### src/rtl/uart_tx_scheduler.sv
// Round-robin byte scheduler that feeds UART_TX over its Data_Valid/Busy handshake.
// A register-file read sends one byte; an ALU result sends two bytes, LSB first.
module uart_tx_scheduler #(
  parameter int BUSY_TIMEOUT = 4
) (
  input  logic        clk_i,
  input  logic        rst_n_i,
  input  logic        rd_req_i,
  input  logic [7:0]  rd_data_i,
  input  logic        alu_req_i,
  input  logic [15:0] alu_data_i,
  input  logic        tx_busy_i,
  output logic [7:0]  tx_p_data_o,
  output logic        tx_d_valid_o,
  output logic        rd_ack_o,
  output logic        alu_ack_o,
  output logic        done_o,
  output logic        err_o
);

  // state   | meaning
  // IDLE    | waiting for a request while UART_TX is not busy
  // WAIT_HI | byte issued, waiting for TX_BUSY to rise (timeout armed)
  // WAIT_LO | frame in flight, waiting for TX_BUSY to fall
  localparam int CW = $clog2(BUSY_TIMEOUT + 1);

  typedef enum logic [1:0] {IDLE, WAIT_HI, WAIT_LO} state_t;

  state_t         state_q, state_d;
  logic [15:0]    hold_q, hold_d;
  logic           two_q, two_d;
  logic           idx_q, idx_d;
  logic [CW-1:0]  cnt_q, cnt_d;
  logic           last_alu_q, last_alu_d;
  logic           d_valid_q, d_valid_d;
  logic           rd_ack_q, rd_ack_d;
  logic           alu_ack_q, alu_ack_d;
  logic           done_q, done_d;
  logic           err_q, err_d;

  logic           grant;
  logic           grant_rd;
  logic           timeout;
  logic           more_bytes;
  logic [CW-1:0]  cnt_inc;

  assign grant      = (state_q == IDLE) && !tx_busy_i && (rd_req_i || alu_req_i);
  assign grant_rd   = rd_req_i && (!alu_req_i || last_alu_q);
  assign cnt_inc    = cnt_q + CW'(1);
  assign timeout    = (cnt_inc == CW'(BUSY_TIMEOUT));
  assign more_bytes = two_q && !idx_q;

  always_ff @(posedge clk_i) begin
    if (!rst_n_i) begin
      state_q    <= IDLE;
      hold_q     <= '0;
      two_q      <= 1'b0;
      idx_q      <= 1'b0;
      cnt_q      <= '0;
      last_alu_q <= 1'b1;
      d_valid_q  <= 1'b0;
      rd_ack_q   <= 1'b0;
      alu_ack_q  <= 1'b0;
      done_q     <= 1'b0;
      err_q      <= 1'b0;
    end else begin
      state_q    <= state_d;
      hold_q     <= hold_d;
      two_q      <= two_d;
      idx_q      <= idx_d;
      cnt_q      <= cnt_d;
      last_alu_q <= last_alu_d;
      d_valid_q  <= d_valid_d;
      rd_ack_q   <= rd_ack_d;
      alu_ack_q  <= alu_ack_d;
      done_q     <= done_d;
      err_q      <= err_d;
    end
  end

  always_comb begin
    state_d = state_q;
    case (state_q)
      IDLE:    if (grant) state_d = WAIT_HI;
      WAIT_HI: begin
        if (tx_busy_i)    state_d = WAIT_LO;
        else if (timeout) state_d = IDLE;
      end
      WAIT_LO: begin
        if (!tx_busy_i) state_d = more_bytes ? WAIT_HI : IDLE;
      end
      default: state_d = IDLE;
    endcase
  end

  // hold_q[7:0] is the byte on the wire; hold_q[15:8] is the pending ALU MSB.
  always_comb begin
    hold_d     = hold_q;
    two_d      = two_q;
    idx_d      = idx_q;
    cnt_d      = cnt_q;
    last_alu_d = last_alu_q;
    d_valid_d  = 1'b0;
    rd_ack_d   = 1'b0;
    alu_ack_d  = 1'b0;
    done_d     = 1'b0;
    err_d      = 1'b0;
    case (state_q)
      IDLE: begin
        if (grant) begin
          hold_d     = grant_rd ? {8'h00, rd_data_i} : alu_data_i;
          two_d      = !grant_rd;
          idx_d      = 1'b0;
          cnt_d      = '0;
          last_alu_d = !grant_rd;
          d_valid_d  = 1'b1;
          rd_ack_d   = grant_rd;
          alu_ack_d  = !grant_rd;
        end
      end
      WAIT_HI: begin
        if (!tx_busy_i) begin
          cnt_d = cnt_inc;
          err_d = timeout;
        end
      end
      WAIT_LO: begin
        if (!tx_busy_i) begin
          if (more_bytes) begin
            hold_d    = {8'h00, hold_q[15:8]};
            idx_d     = 1'b1;
            cnt_d     = '0;
            d_valid_d = 1'b1;
          end else begin
            done_d = 1'b1;
          end
        end
      end
      default: ;
    endcase
  end

  assign tx_p_data_o  = hold_q[7:0];
  assign tx_d_valid_o = d_valid_q;
  assign rd_ack_o     = rd_ack_q;
  assign alu_ack_o    = alu_ack_q;
  assign done_o       = done_q;
  assign err_o        = err_q;

endmodule

### config.mk
export PLATFORM = sky130hd
export DESIGN_NAME = uart_tx_scheduler
export DESIGN_NICKNAME = d
export VERILOG_FILES = /design/src/rtl/uart_tx_scheduler.sv
export SDC_FILE = /design/constraint.sdc
export NUM_CORES = 1
export LEC_CHECK = 0
export ABC_AREA = 1
export CAP_MARGIN = 20
export CORE_MARGIN = 8
export CORE_UTILIZATION = 35
export CTS_BUF_LIST = sky130_fd_sc_hd__clkbuf_16
export CTS_CLUSTER_DIAMETER = 200
export CTS_CLUSTER_SIZE = 25
export DETAILED_ROUTE_END_ITERATION = 6
export HOLD_SLACK_MARGIN = 0.15
export PLACE_DENSITY_LB_ADDON = 0.12
export SYNTH_ARGS = -nofsm -noshare
export SYNTH_HDL_FRONTEND = slang
export SYNTH_SLANG_ARGS = --single-unit
### constraint.sdc
create_clock -name clk_i -period 1.1 [get_ports clk_i]
set_input_delay 0.33 -clock clk_i [delete_from_list [all_inputs] [get_ports clk_i]]
set_output_delay 0.33 -clock clk_i [all_outputs]
set_load 0.02 [all_outputs]
==> reports/results.ini <==
[grt]
gr-total-overflow = 0
grt.busiest_layer = met2
grtUsageMet1 = 0.1680
grt_pass1_vias = 1540
use_met3 = 0.04329
grt_pass1_wl_um = 7251
track_usage = 0.1381
antenna_found_initial = 0
met2_usage = 0.2222
grt_max_degree = 20

[layout]
final_util = 0.5680
nFillCells = 422
final_common_cell = nand2_1
final_cell_mix = 57 x nand2_1, 38 x nor2_1, 25 x clkdlybuf4s50_1
multi_input_area_um2 = 917.1
layout-drive-gt1-share = 0.3034
antenna_cells = 0
area_delta_synth_final_pct = 57.42
regArea_um2 = 590.6
nets = 320

[power]
power_w = 0.003182
power_density_nw_per_um2 = 1296
leakagePower_nw = 1.111
irDropWorstVdd_mv = 0.8004

[worst_setup_path]
rr_worst_depth = 5
startpoint_type = register
crit_type = reg2reg
setup.worst_path.end_class = register
startpoint = state_q[1]
r2r_setup_slack_ns = -0.13
crit_path_end = hold_q[15]
crit_path_max_fanout = 6
r2r-end = hold_q[15]
rr_startpoint = state_q[1]
crit_arrival_ns = 1.43
cp.required_ns = 1.30

[status]
failed_checks = setup timing
status = complete, but fails checks

[hold_path]
hp-class = reg2reg

[timing]
hold_viol_final = 0
fmax_mhz = 813.6
relSlewSlack = 0.8416
worst_slack_ns = -0.1291
fin_crit_ns = 1.229
finClkSkew_ns = 0.003899
rsz0062_at_grt = yes
min_period_over_period = 1.117
setup_viol = 24
tightestPinTransition_ns = 0.2376
slew_viol_final = 0

[die]
std_cell_rows = 24
dieArea_um2 = 6850
start_util = 0.3608
die_w_um = 82.77
io-pin-count = 42
die_h_um = 82.77
core_area_um2 = 4324

[clock_tree]
h-tree-depth = 2
root_buffer = clkbuf_16
tritoncts = built
cts_hold_buf = 0
path_clk_slew_ns = 0.05
cts_num_sinks = 29
max-clock-path-buffers = 2
cts_inserted_buffers = 5
clkLatencyLatePin_ns = 0.27

[placement]
dp_hpwl_um = 3054
portBuffers = 41
place.gp.congestion = 0.8374

[detailed_routing]
post_drt_via_cell_ratio = 4.591
drc = 0
totalWireLength_um = 4537
drt_iter0_drc = 65
ant_nets = 0
wl_per_cell_um = 13.27
dr.pass1.iters = 4
vias = 1570

[logic_synthesis]
synth_cell_types = 25
synth_area_per_cell_um2 = 6.784
ys_seq_elements = 29
yosys_warnings = 0
ys_seq_area_frac = 0.3721
netlist_instances = 230
syn_area_um2 = 1560
syn_nets = 261

[run]
cap_violations = 0

==> synthesized netlist by cell type (all sizes together) <==
| master | instances | share of area |
|---|---|---|
| inv | 20 | 0.048 |
| nand3b | 16 | 0.077 |
| clkbuf | 2 | 0.0048 |
| nand3 | 17 | 0.066 |
| buf | 14 | 0.065 |
| dfxtp | 29 | 0.37 |
| ha | 2 | 0.016 |
| nand2 | 65 | 0.16 |
| a21oi | 13 | 0.042 |
| a211oi | 1 | 0.0048 |
| nor3 | 2 | 0.0064 |
| o21ai | 2 | 0.0064 |
| or2 | 2 | 0.0080 |
| nor2 | 45 | 0.12 |
==> how the worst min path moves through the flow <==
stage	startpoint	end	slack [ns]	cells past startpoint
floorplan	last_alu_q	last_alu_q	0.44	2
CTS	hold_q[14]	hold_q[14]	0.48	2
finish	hold_q[14]	hold_q[14]	0.48	2
global route	hold_q[14]	hold_q[14]	0.50	2
global placement	hold_q[15]	hold_q[15]	0.47	2
detailed placement	hold_q[14]	hold_q[14]	0.47	2
==> flip-flops by register name (all words and copies together), names as in the netlist <==
| name | flops |
|---|---|
| idx_q | 1 |
| last_alu_q | 1 |
| done_o | 1 |
| cnt_q | 3 |
| rd_ack_o | 1 |
| two_q | 1 |
| alu_ack_o | 1 |
| hold_q | 16 |
| state_q | 2 |
| tx_d_valid_o | 1 |
| err_o | 1 |
==> what timing repair did <==
| action | in CTS | in global routing |
|---|---|---|
| pin swaps | 7 | 9 |
| gates cloned | 2 | 1 |
| setup buffers | 3 | 1 |
| gates resized for setup | 77 | 28 |
| setup endpoints to repair | 41 | 36 |
==> where the power goes <==
part | internal [W] | switching [W]
clock network | 0.000815 | 0.000452
logic | 0.000377 | 0.000368
registers | 0.00113 | 0.0000453
total | 0.00232 | 0.000865
==> cell families after synthesis <==
kind of cell	after synthesis	synth area share
adders and majority gates	2	0.01604
buffers and inverters	36	0.1179
AOI/OAI and AO/OA	16	0.05292
and+or+nand+nor	147	0.4411
DFF	29	0.3721
==> metal layers <==
metal  vias to the layer above  routed length [um]
met3                         4                 255
met1                       699                2047
met5                         -                   0
li1                        836                   -
met4                         0                  38
met2                        31                2196
==> final cells by class <==
type | count | share of cell area
multi-input combinational | 166 | 0.3734
timing repair buffer | 67 | 0.2731
sequential | 29 | 0.2404
clock buffer | 5 | 0.05094
inverter | 20 | 0.03057
tap | 52 | 0.02649
clock inverter | 3 | 0.005094
==> stage by stage <==
| stage | setup slack, ns | TNS [ns] | area (um^2) | hold slack (ns) | std cells |
|---|---|---|---|---|---|
| 2_1_floorplan | -0.04427 | -0.3542 | 1565 | 0.4418 | 230 |
| 3_3_place_gp | -0.5275 | -15.43 | 2132 | 0.4670 | 327 |
| 3_5_place_dp | -0.5641 | -15.83 | 2132 | 0.4719 | 327 |
| 4_1_cts | -0.08871 | -1.021 | 2326 | 0.4790 | 340 |
| 5_1_grt | -0.2257 | -4.108 | 2456 | 0.4957 | 342 |
| 6_report | -0.1291 | -1.731 | 2456 | 0.4800 | 342 |
==> worst max-delay path: stages, from the launching register on <==
cell and delay, ns:
dfxtp_4 0.36, nor2_4 0.13, nand3_4 0.21, nor2_4 0.25, nand2_1 0.09, a21oi_1 0.13
Note: power is estimated with default switching activity, not from simulation.
